File: src/rtl/line_refill_ctrl.sv
// line_refill_ctrl: cache-miss refill engine placed after data_mem.
// Accepts one line request, optionally writes back the dirty victim line,
// then burst-reads the new line from a word-addressed synchronous RAM
// (1-cycle read latency) and returns it with a one-cycle done pulse.
// Optional build macro: CRITICAL_WORD_FIRST_EN (reads start at req_word and
// a crit_valid/crit_data pulse forwards the missed word as soon as it lands).
//
// Handshake: a request transfers on a rising edge where req_valid && req_ready;
// req_ready is high only in IDLE, all req_* inputs are sampled on that edge
// only, and req_valid seen while busy is dropped, never queued.
module line_refill_ctrl #(
  parameter int LINE_WORDS = 4,
  parameter int LINE_AW    = 8,
  localparam int WI        = $clog2(LINE_WORDS),
  localparam int MEM_AW    = LINE_AW + WI
) (
  input  logic                     clk,
  input  logic                     rst_n,
  input  logic                     req_valid,
  output logic                     req_ready,
  input  logic                     req_wb,
  input  logic [LINE_AW-1:0]       req_wb_line,
  input  logic [LINE_WORDS*32-1:0] req_wb_data,
  input  logic [LINE_AW-1:0]       req_fill_line,
  input  logic [WI-1:0]            req_word,
  output logic [LINE_WORDS*32-1:0] fill_data,
  output logic                     done,
  output logic                     busy,
  output logic [MEM_AW-1:0]        mem_addr,
  output logic [31:0]              mem_wdata,
  output logic                     mem_we,
  output logic                     mem_re,
  input  logic [31:0]              mem_rdata,
  output logic [2:0]               dbg_state
`ifdef CRITICAL_WORD_FIRST_EN
  ,output logic                    crit_valid,
  output logic [31:0]              crit_data
`endif
);

  typedef enum logic [2:0] {
    S_IDLE  = 3'd0,
    S_WB    = 3'd1,
    S_RD    = 3'd2,
    S_DRAIN = 3'd3,
    S_DONE  = 3'd4
  } state_t;

  state_t                    state;
  logic [WI-1:0]             cnt;      // position in the current burst
  logic [LINE_AW-1:0]        wb_line;
  logic [LINE_AW-1:0]        fill_line;
  logic [LINE_WORDS*32-1:0]  wb_data;
  logic [WI-1:0]             start;    // first word index of the read burst
  logic [WI-1:0]             first;    // start index taken from the request
  logic [WI-1:0]             nxt;
  logic [WI-1:0]             cap_idx;
  logic                      last;

  assign dbg_state = state;

`ifdef CRITICAL_WORD_FIRST_EN
  logic [WI-1:0] start_q;
  logic          crit_q;
  assign start      = start_q;
  assign first      = req_word;
  assign crit_valid = crit_q;
  assign crit_data  = crit_q ? mem_rdata : 32'd0;
`else
  logic unused_req_word;
  assign start           = '0;
  assign first           = '0;
  assign unused_req_word = ^req_word;
`endif

  // Burst bookkeeping: next position, end of burst, and the fill_data slot
  // that the word now on mem_rdata belongs to (issued one cycle earlier).
  always_comb begin
    nxt     = cnt + WI'(1);
    last    = (cnt == WI'(LINE_WORDS - 1));
    cap_idx = (state == S_DRAIN) ? WI'(start + cnt) : WI'(start + cnt - WI'(1));
  end

  // Main FSM; every output is registered and set one edge ahead of its cycle.
  always_ff @(posedge clk or negedge rst_n) begin
    if (!rst_n) begin
      state     <= S_IDLE;
      req_ready <= 1'b1;
      busy      <= 1'b0;
      done      <= 1'b0;
      mem_we    <= 1'b0;
      mem_re    <= 1'b0;
      mem_addr  <= '0;
      mem_wdata <= '0;
      fill_data <= '0;
      cnt       <= '0;
      wb_line   <= '0;
      fill_line <= '0;
      wb_data   <= '0;
`ifdef CRITICAL_WORD_FIRST_EN
      start_q   <= '0;
      crit_q    <= 1'b0;
`endif
    end else begin
      case (state)
        S_IDLE: begin
          if (req_valid && req_ready) begin
            wb_line   <= req_wb_line;
            fill_line <= req_fill_line;
            wb_data   <= req_wb_data;
`ifdef CRITICAL_WORD_FIRST_EN
            start_q   <= req_word;
            crit_q    <= 1'b0;
`endif
            req_ready <= 1'b0;
            busy      <= 1'b1;
            cnt       <= '0;
            if (req_wb) begin
              state     <= S_WB;
              mem_we    <= 1'b1;
              mem_addr  <= {req_wb_line, WI'(0)};
              mem_wdata <= req_wb_data[31:0];
            end else begin
              state     <= S_RD;
              mem_re    <= 1'b1;
              mem_addr  <= {req_fill_line, first};
            end
          end
        end
        S_WB: begin
          if (last) begin
            state     <= S_RD;
            cnt       <= '0;
            mem_we    <= 1'b0;
            mem_wdata <= '0;
            mem_re    <= 1'b1;
            mem_addr  <= {fill_line, start};
          end else begin
            cnt       <= nxt;
            mem_addr  <= {wb_line, nxt};
            mem_wdata <= wb_data[nxt*32 +: 32];
          end
        end
        S_RD: begin
          if (cnt != '0) fill_data[cap_idx*32 +: 32] <= mem_rdata;
`ifdef CRITICAL_WORD_FIRST_EN
          crit_q <= (cnt == '0);
`endif
          if (last) begin
            state    <= S_DRAIN;
            mem_re   <= 1'b0;
            mem_addr <= '0;
          end else begin
            cnt      <= nxt;
            mem_addr <= {fill_line, WI'(start + nxt)};
          end
        end
        S_DRAIN: begin
          fill_data[cap_idx*32 +: 32] <= mem_rdata;
`ifdef CRITICAL_WORD_FIRST_EN
          crit_q <= 1'b0;
`endif
          state <= S_DONE;
          done  <= 1'b1;
        end
        S_DONE: begin
          state     <= S_IDLE;
          done      <= 1'b0;
          busy      <= 1'b0;
          req_ready <= 1'b1;
          cnt       <= '0;
        end
        default: begin
          state     <= S_IDLE;
          req_ready <= 1'b1;
          busy      <= 1'b0;
          done      <= 1'b0;
          mem_we    <= 1'b0;
          mem_re    <= 1'b0;
        end
      endcase
    end
  end

endmodule

File: config.mk
export PLATFORM = sky130hd
export DESIGN_NAME = line_refill_ctrl
export DESIGN_NICKNAME = d
export VERILOG_FILES = /design/src/rtl/line_refill_ctrl.sv
export SDC_FILE = /design/constraint.sdc
export NUM_CORES = 1
export LEC_CHECK = 0
export ABC_AREA = 1
export BUFFER_PORTS_ARGS = -buffer_cell sky130_fd_sc_hd__buf_2
export CORE_MARGIN = 5
export CORE_UTILIZATION = 54
export CTS_BUF_LIST = sky130_fd_sc_hd__clkbuf_16
export DETAILED_ROUTE_END_ITERATION = 8
export PLACE_DENSITY_LB_ADDON = 0.15
export SETUP_SLACK_MARGIN = 0.5
export SLEW_MARGIN = 10
export SYNTH_ARGS = -nofsm -noshare
export SYNTH_HDL_FRONTEND = slang
export SYNTH_SLANG_ARGS = --single-unit
File: constraint.sdc
create_clock -name clk -period 3.6 [get_ports clk]
set_input_delay 0 -clock clk [delete_from_list [all_inputs] [get_ports clk]]
set_output_delay 0 -clock clk [all_outputs]
set_load 0.05 [all_outputs]
==> impl_metrics.xml, run 1 <==
<?xml version="1.0" encoding="UTF-8"?>
<metrics>
  <group name="worst_setup_path">
    <metric name="rr_endpoint" unit="">fill_data[59]$_DFFE_PN0P_</metric>
    <metric name="worst-r2r-cell-count" unit="">10</metric>
    <metric name="critPathRequiredTime" unit="ps">4040</metric>
    <metric name="setup.worst_path.class" unit="">register to register</metric>
    <metric name="cp.arrival" unit="ps">3180</metric>
    <metric name="crit_fanout" unit="">69</metric>
    <metric name="critical_path.endpoint_type" unit="">register</metric>
    <metric name="cp-startpoint" unit="">dbg_state[2]$_DFFE_PN0P_</metric>
    <metric name="r2r_setup_slack" unit="ps">860</metric>
    <metric name="reg2reg_from" unit="">dbg_state[2]$_DFFE_PN0P_</metric>
    <metric name="critPathLaunchType" unit="">register</metric>
    <metric name="cp-endpoint" unit="">fill_data[59]$_DFFE_PN0P_</metric>
  </group>
  <group name="synthesis">
    <metric name="postSynthCellCount" unit="">2042</metric>
    <metric name="synth_edf_count" unit="">0</metric>
    <metric name="ys_top_cells_by_area" unit="">dfrtp_1, nand2_1, nand3_1</metric>
    <metric name="postSynth.asyncResetShare" unit="%">100</metric>
    <metric name="synthesis.nets" unit="">2230</metric>
    <metric name="synth-seq-area-share" unit="%">53.0</metric>
    <metric name="yosys_register_bits" unit="">324</metric>
    <metric name="yosys_most_used_dff" unit="">dfrtp_1</metric>
    <metric name="post-synth-top-area-cell" unit="">dfrtp_1</metric>
    <metric name="synth.yosys.warnings" unit="">0</metric>
    <metric name="synthesis.area_per_instance" unit="um2">7.49</metric>
    <metric name="synth.cell_area" unit="um2">15300</metric>
    <metric name="yosys.cell_types.count" unit="">21</metric>
    <metric name="synth_top_area_share" unit="%">52.8</metric>
  </group>
  <group name="power_and_ir_drop">
    <metric name="share_of_power_burned_in_combinational_logic" unit="%">54.2</metric>
    <metric name="irDropWorstVdd" unit="V">0.000744</metric>
    <metric name="internal_power" unit="mW">10.1</metric>
    <metric name="fraction_of_power_consumed_by_sequential_logic" unit="%">28.8</metric>
    <metric name="power-per-cell-area" unit="nW/um2">1040</metric>
    <metric name="power.share.clock" unit="%">17.0</metric>
    <metric name="power.switching" unit="mW">10.9</metric>
    <metric name="netSwitchingFraction" unit="%">51.8</metric>
    <metric name="p_leak" unit="nW">11.4</metric>
  </group>
  <group name="global_route">
    <metric name="grt_usage" unit="%">31.2</metric>
    <metric name="antenna_found_initial" unit="">5</metric>
    <metric name="grt_overflow" unit="">0</metric>
    <metric name="grt_first_pass_wirelength" unit="um">79800</metric>
    <metric name="vias_in_the_first_global_route" unit="">15200</metric>
    <metric name="grt_start_max_net_pins" unit="">112</metric>
  </group>
  <group name="timing">
    <metric name="setup_ws" unit="ps">857</metric>
    <metric name="totalNegativeSetupSlack" unit="ps">0</metric>
    <metric name="setup_viol" unit="">0</metric>
    <metric name="unrepaired_setup_endpoints_after_global_routing" unit="">no</metric>
    <metric name="finalHoldViolations" unit="">0</metric>
    <metric name="timing.fmax" unit="MHz">365</metric>
    <metric name="number_of_max_slew_violations_in_the_final_report" unit="">0</metric>
    <metric name="min_period_over_period" unit="%">76.2</metric>
    <metric name="finalWorstPathRequiredPeriod" unit="ps">2740</metric>
    <metric name="timing.hold.ws" unit="ps">163</metric>
    <metric name="worst_slew_pin_slew" unit="ps">1070</metric>
    <metric name="finalClockSkew" unit="ps">16.1</metric>
    <metric name="slew_headroom" unit="%">28.8</metric>
  </group>
  <group name="clock_tree">
    <metric name="skew_pair_late_insertion_delay" unit="ps">510</metric>
    <metric name="cts_made_buffers" unit="">36</metric>
    <metric name="clkSlewWorstSetupHoldPaths" unit="ps">60</metric>
    <metric name="tritoncts_num_sinks" unit="">324</metric>
    <metric name="clock_tree.root_cell" unit="">clkbuf_16</metric>
    <metric name="post_cts_resize_count" unit="">0</metric>
    <metric name="cts.htree.levels" unit="">2</metric>
    <metric name="setup_fix_buffers_added_after_clock_tree_synthesis" unit="">0</metric>
    <metric name="clock_path_buffers" unit="">3</metric>
    <metric name="cts_tree" unit="">built</metric>
  </group>
  <group name="finish">
    <metric name="most-common-layout-cells" unit="">nand2_1, buf_2, dfrtp_1</metric>
    <metric name="layout_cell_share_with_drive_strength_beyond_1" unit="%">18.0</metric>
    <metric name="layout.cells.most_common" unit="">nand2_1</metric>
    <metric name="final_cell_count_no_fill" unit="">2928</metric>
    <metric name="fin_nets" unit="">2709</metric>
    <metric name="syn2layout_area_growth" unit="%">32.2</metric>
  </group>
  <group name="floorplan">
    <metric name="core_region_area" unit="um2">27900</metric>
    <metric name="placement_rows" unit="">61</metric>
    <metric name="initial_core_util" unit="%">54.9</metric>
    <metric name="pin_count" unit="">360</metric>
    <metric name="design.die.area" unit="um2">31800</metric>
    <metric name="dieWidth" unit="um">178</metric>
    <metric name="die_height" unit="um">178</metric>
  </group>
  <group name="routing">
    <metric name="drt-total-wl" unit="um">50300</metric>
    <metric name="wl_per_cell" unit="um">17.2</metric>
    <metric name="vias" unit="">15600</metric>
    <metric name="vias_per_cell" unit="">5.31</metric>
    <metric name="dr.first_iter.drc_count" unit="">1576</metric>
    <metric name="drc" unit="">0</metric>
    <metric name="drt.antenna.violating_nets" unit="">0</metric>
    <metric name="detailedRoute.firstPassIterationCount" unit="">5</metric>
  </group>
  <group name="worst_hold_path">
    <metric name="min-delay-path-class" unit="">primary input to async pin</metric>
  </group>
  <group name="place">
    <metric name="detailed_place_hpwl" unit="um">30400</metric>
    <metric name="gp_congestion" unit="">0.876</metric>
    <metric name="port_buffers" unit="">357</metric>
    <metric name="post-place-cells" unit="">2681</metric>
    <metric name="place_ws" unit="ps">673</metric>
  </group>
  <group name="run">
    <metric name="drv.max_cap_violation_count" unit="">0</metric>
  </group>
  <group name="run_status">
    <metric name="run_status" unit="">finished clean</metric>
  </group>
</metrics>
-- metrics by stage --
| stage | utilization (%) | instance area [um2] | total power, mW |
|---|---|---|---|
| 2_1_floorplan | - | 15300 | 14.1 |
| 4_1_cts | 72.5 | 20200 | 20.9 |
| 6_report | 72.6 | 20200 | 21.0 |
| 3_5_place_dp | 62.0 | 17300 | 17.0 |
| 3_3_place_gp | 62.0 | 17300 | 16.8 |
| 5_1_grt | 72.6 | 20200 | 22.4 |
-- power by group through the flow --
stage | registers, mW | logic (mW) | clock network (mW)
2_1_floorplan | 8.73 | 5.39 | 0
3_3_place_gp | 6.01 | 10.8 | 0
3_5_place_dp | 6.05 | 11.0 | 0
4_1_cts | 6.02 | 11.2 | 3.62
5_1_grt | 6.21 | 12.4 | 3.77
6_report | 6.05 | 11.4 | 3.58
-- what timing repair did --
| item | 4_1_cts | 5_1_grt |
|---|---|---|
| hold buffers | 179 | 0 |
| endpoints found under the hold margin | 421 | 0 |
| setup endpoints to repair | 0 | 32 |
-- per-layer routing --
metal | track usage, % | vias up | wire length (um)
li1 | - | 7274 | -
met1 | 42.0 | 7262 | 19800
met2 | 49.8 | 857 | 23600
met3 | 6.66 | 159 | 4830
met4 | 12.4 | 0 | 2050
met5 | 0 | - | 0
-- cell families after synthesis --
kind of cell | Yosys count | synth area share (%)
simple gates | 1242 | 32.9
compound gates | 152 | 5.00
flops | 324 | 53.0
fa+ha+maj | 6 | 0.491
buf+inv | 318 | 8.59
-- worst max-delay path, cell delays in order, from the launching register on --
cell	delay, ps
dfrtp_1	470
inv_2	90
nand3_1	150
nand2_1	90
nand2_2	70
buf_4	620
ha_1	280
nand2_2	70
inv_2	510
nand3_1	190
nand2_1	100
-- sequential cells by signal, summed over array words and instances, names as in the netlist, 2 cells and up --
name       count
cnt            2
dbg_state      3
fill_data    128
fill_line      8
mem_addr      10
mem_wdata     32
wb_data      128
wb_line        8
-- synth_stat cells (2+ instances only) --
cell type,instances
inv_1,186
o21ai_0,149
nor2_2,6
inv_2,6
nand3_1,192
nand2_1,896
buf_4,9
buf_1,11
buf_2,70
nand4_1,34
a21oi_1,2
dfrtp_1,323
nor2_4,2
clkbuf_1,35
nand2_2,7
nor2_1,104
ha_1,6
-- final cells by class --
class,instances,area [um2]
well taps,378,473
repair buffers,565,3870
flip-flops and latches,324,8110
diodes,5,12.5
fillers,2147,7630
clock buffers,37,926
inverters,193,724
clock inverters,25,206
multi-input cells,1401,5900
-- how the worst min path moves through the flow --
stage	to	start	slack [ps]	cells past startpoint
2_1_floorplan	busy$_DFFE_PN0P_	rst_n	-300	0
3_3_place_gp	wb_data[48]$_DFFE_PN0P_	rst_n	150	1
3_5_place_dp	mem_wdata[16]$_DFFE_PN0P_	rst_n	150	1
4_1_cts	wb_data[7]$_DFFE_PN0P_	rst_n	210	2
5_1_grt	mem_wdata[16]$_DFFE_PN0P_	rst_n	250	2
6_report	wb_data[47]$_DFFE_PN0P_	rst_n	160	2
Power figures use the tool's default switching activity.
==> inputs of run 2 (changes only) <==
CORE_UTILIZATION = 49   (was 54)
clock period = 2.5 ns   (was 3.6 ns; I/O delays follow)
==> run 2 against run 1 <==
  * The run now ends with negative hold slack left
  * Clock power increased by 41%
  * Power increased by 51%
  * Critical path depth increased by 1
  * Design area increased by 3.0%
  * Flip-flop and latch count unchanged
  * Maximum frequency increased by 40%
  * Global-route usage decreased by 2.1 points
  * Sequential power increased by 45%
  * First-iteration DRC count decreased by 1.7%
  * Worst setup slack got worse by 320 ps
==> impl_metrics.xml, run 2 (synthesis results as in run 1) <==
<?xml version="1.0" encoding="UTF-8"?>
<metrics>
  <group name="run_status">
    <metric name="run_status" unit="">complete, but fails checks</metric>
    <metric name="failed_checks" unit="">negative hold slack</metric>
  </group>
  <group name="floorplan">
    <metric name="placement_rows" unit="">64</metric>
    <metric name="pin_count" unit="">360</metric>
    <metric name="design.die.area" unit="um2">34900</metric>
    <metric name="dieWidth" unit="um">187</metric>
    <metric name="initial_core_util" unit="%">49.8</metric>
    <metric name="core_region_area" unit="um2">30700</metric>
    <metric name="die_height" unit="um">187</metric>
  </group>
  <group name="worst_setup_path">
    <metric name="cp.arrival" unit="ps">2360</metric>
    <metric name="timing.critical_path.buf_inv" unit="">4</metric>
    <metric name="critPathLaunchType" unit="">register</metric>
    <metric name="setup.worst_path.class" unit="">register to register</metric>
    <metric name="critPathRequiredTime" unit="ps">2900</metric>
    <metric name="crit_fanout" unit="">9</metric>
    <metric name="critical_path.top_delay_family" unit="">buffers and inverters</metric>
    <metric name="critical-path-top-cell-by-count" unit="">buf_4</metric>
    <metric name="critical_path.endpoint_type" unit="">register</metric>
    <metric name="worst_path_largest_cell_delay" unit="ps">450</metric>
    <metric name="crit_chain" unit="">buf_4 -&gt; nand3_4 -&gt; nand2_2 -&gt; nand2_4 -&gt; inv_2 -&gt; ha_4 -&gt; buf_4 -&gt; buf_6 -&gt; nor2_2 -&gt; nand3_1 -&gt; nand2_1</metric>
    <metric name="critical-path-slowest-cell" unit="">dfrtp_2</metric>
    <metric name="r2r_setup_slack" unit="ps">540</metric>
  </group>
  <group name="timing">
    <metric name="timing.fmax" unit="MHz">510</metric>
    <metric name="slew_headroom" unit="%">48.1</metric>
    <metric name="setup_viol" unit="">0</metric>
    <metric name="totalNegativeSetupSlack" unit="ps">0</metric>
    <metric name="finalWorstPathRequiredPeriod" unit="ps">1960</metric>
    <metric name="worst_slew_pin_slew" unit="ps">775</metric>
    <metric name="timing.hold.ws" unit="ps">-7.02</metric>
    <metric name="finalHoldViolations" unit="">8</metric>
    <metric name="number_of_max_slew_violations_in_the_final_report" unit="">0</metric>
    <metric name="min_period_over_period" unit="%">78.4</metric>
    <metric name="finalClockSkew" unit="ps">20.7</metric>
    <metric name="unrepaired_setup_endpoints_after_global_routing" unit="">yes</metric>
  </group>
  <group name="finish">
    <metric name="fin_nets" unit="">2741</metric>
    <metric name="syn2layout_area_growth" unit="%">36.2</metric>
    <metric name="layout_top_registers" unit="">fill_data x128, wb_data x128, mem_wdata x32</metric>
    <metric name="post-route-cell-area" unit="um2">20800</metric>
    <metric name="layout_cell_share_with_drive_strength_beyond_1" unit="%">21.0</metric>
    <metric name="final.fill_count" unit="">2531</metric>
    <metric name="final_cell_count_no_fill" unit="">2978</metric>
    <metric name="most-common-layout-cells" unit="">nand2_1, buf_2, dfrtp_1</metric>
    <metric name="layout.cells.most_common" unit="">nand2_1</metric>
  </group>
  <group name="clock_tree">
    <metric name="clock_tree.root_cell" unit="">clkbuf_16</metric>
    <metric name="tritoncts_num_sinks" unit="">324</metric>
    <metric name="skew_pair_late_insertion_delay" unit="ps">530</metric>
    <metric name="cts.htree.levels" unit="">2</metric>
    <metric name="cts_tree" unit="">built</metric>
    <metric name="clock_path_buffers" unit="">3</metric>
    <metric name="clkSlewWorstSetupHoldPaths" unit="ps">60</metric>
    <metric name="cts_made_buffers" unit="">36</metric>
  </group>
  <group name="global_route">
    <metric name="grt_overflow" unit="">0</metric>
    <metric name="grt_usage" unit="%">29.1</metric>
    <metric name="grt_start_max_net_pins" unit="">75</metric>
    <metric name="grt_first_pass_wirelength" unit="um">83200</metric>
    <metric name="antenna_found_initial" unit="">1</metric>
    <metric name="vias_in_the_first_global_route" unit="">15300</metric>
  </group>
  <group name="routing">
    <metric name="route.met3.wl" unit="um">4230</metric>
    <metric name="route.top_layer_used" unit="">met4</metric>
    <metric name="vias_per_cell" unit="">5.26</metric>
    <metric name="routedLengthMet1" unit="um">21600</metric>
    <metric name="vias" unit="">15700</metric>
    <metric name="drt.antenna.violating_nets" unit="">0</metric>
    <metric name="wl_per_cell" unit="um">17.7</metric>
    <metric name="drt-total-wl" unit="um">52600</metric>
    <metric name="drc" unit="">0</metric>
    <metric name="detailedRoute.firstPassIterationCount" unit="">6</metric>
    <metric name="wl_met2" unit="um">24700</metric>
    <metric name="dr.first_iter.drc_count" unit="">1549</metric>
  </group>
  <group name="place">
    <metric name="detailed_place_hpwl" unit="um">32900</metric>
    <metric name="post-place-cells" unit="">2710</metric>
    <metric name="port_buffers" unit="">357</metric>
    <metric name="gp_congestion" unit="">0.893</metric>
    <metric name="detailed_place.area" unit="um2">17600</metric>
  </group>
  <group name="worst_hold_path">
    <metric name="min-delay-path-class" unit="">primary input to async pin</metric>
  </group>
  <group name="run">
    <metric name="drv.max_cap_violation_count" unit="">0</metric>
  </group>
  <group name="power_and_ir_drop">
    <metric name="irDropWorstVdd" unit="V">0.00108</metric>
    <metric name="p_leak" unit="nW">11.6</metric>
    <metric name="power-per-cell-area" unit="nW/um2">1520</metric>
  </group>
</metrics>
## run 2: cell types whose count changed in the layout (fill, tap and decap cells not counted), sizes merged, moves of 2 or more
cell	delta
buf	+30
clkinv	+6
bufinv	-2
diode	-2
inv	-2
nand2	+2
## run 2: final cells by class
type / count / area [um2] / area share [%]
antenna: 3 / 7.51 / 0.0360
clock inverter: 27 / 174 / 0.835
multi-input combinational: 1403 / 6120 / 29.4
sequential: 324 / 8110 / 38.9
clock buffer: 37 / 926 / 4.44
inverter: 193 / 752 / 3.61
timing repair buffer: 595 / 4250 / 20.4
tap: 396 / 495 / 2.38
## run 2: per-stage QoR
| stage | total power, mW | hold slack [ps] | utilization, % | setup WS [ps] |
|---|---|---|---|---|
| floorplan | 21.4 | -296 | - | 64.9 |
| global placement | 25.0 | -46.9 | 57.1 | 11.1 |
| detailed placement | 25.3 | -48.3 | 57.1 | -98.7 |
| CTS | 30.9 | 2.96 | 66.9 | 501 |
| global route | 33.8 | 23.0 | 67.8 | 444 |
| finish | 31.8 | -7.02 | 67.8 | 541 |
## run 2: timing repair
item,4_1_cts,5_1_grt
hold buffers,178,0
cloned,1,3
hold endpoints to repair,636,0
buffers inserted,5,14
pin swaps,3,8
resized for setup,24,24
endpoints found under the setup margin,136,188
## run 2: final timing paths
| path | endpoint | cells after the start | from |
|---|---|---|---|
| min reg2reg | fill_data[14]$_DFFE_PN0P_ | 2 | fill_data[14]$_DFFE_PN0P_ |
| max reg2reg | fill_data[60]$_DFFE_PN0P_ | 11 | dbg_state[1]$_DFFE_PN0P_ |
| min | fill_data[121]$_DFFE_PN0P_ | 2 | rst_n |
| max | fill_data[60]$_DFFE_PN0P_ | 11 | dbg_state[1]$_DFFE_PN0P_ |
| max in group asynchronous | fill_line[1]$_DFFE_PN0P_ | 3 | rst_n |
| min in group clk | req_ready$_DFFE_PN1P_ | 6 | req_valid |
## run 2: power breakdown
| group | leakage, nW | switching (mW) | total, mW | internal (mW) |
|---|---|---|---|---|
| Sequential | 4.13 | 1.16 | 8.76 | 7.60 |
| Clock | 0.566 | 2.16 | 5.04 | 2.89 |
| Combinational | 6.91 | 13.2 | 18.0 | 4.81 |
| Total | 11.6 | 16.5 | 31.8 | 15.3 |
## run 2: metal layers
metal  GRT usage (%)  vias up
met5               0        -
met4            11.7        0
met3            5.36      149
met2            46.8      773
met1            39.2     7403
li1                -     7334
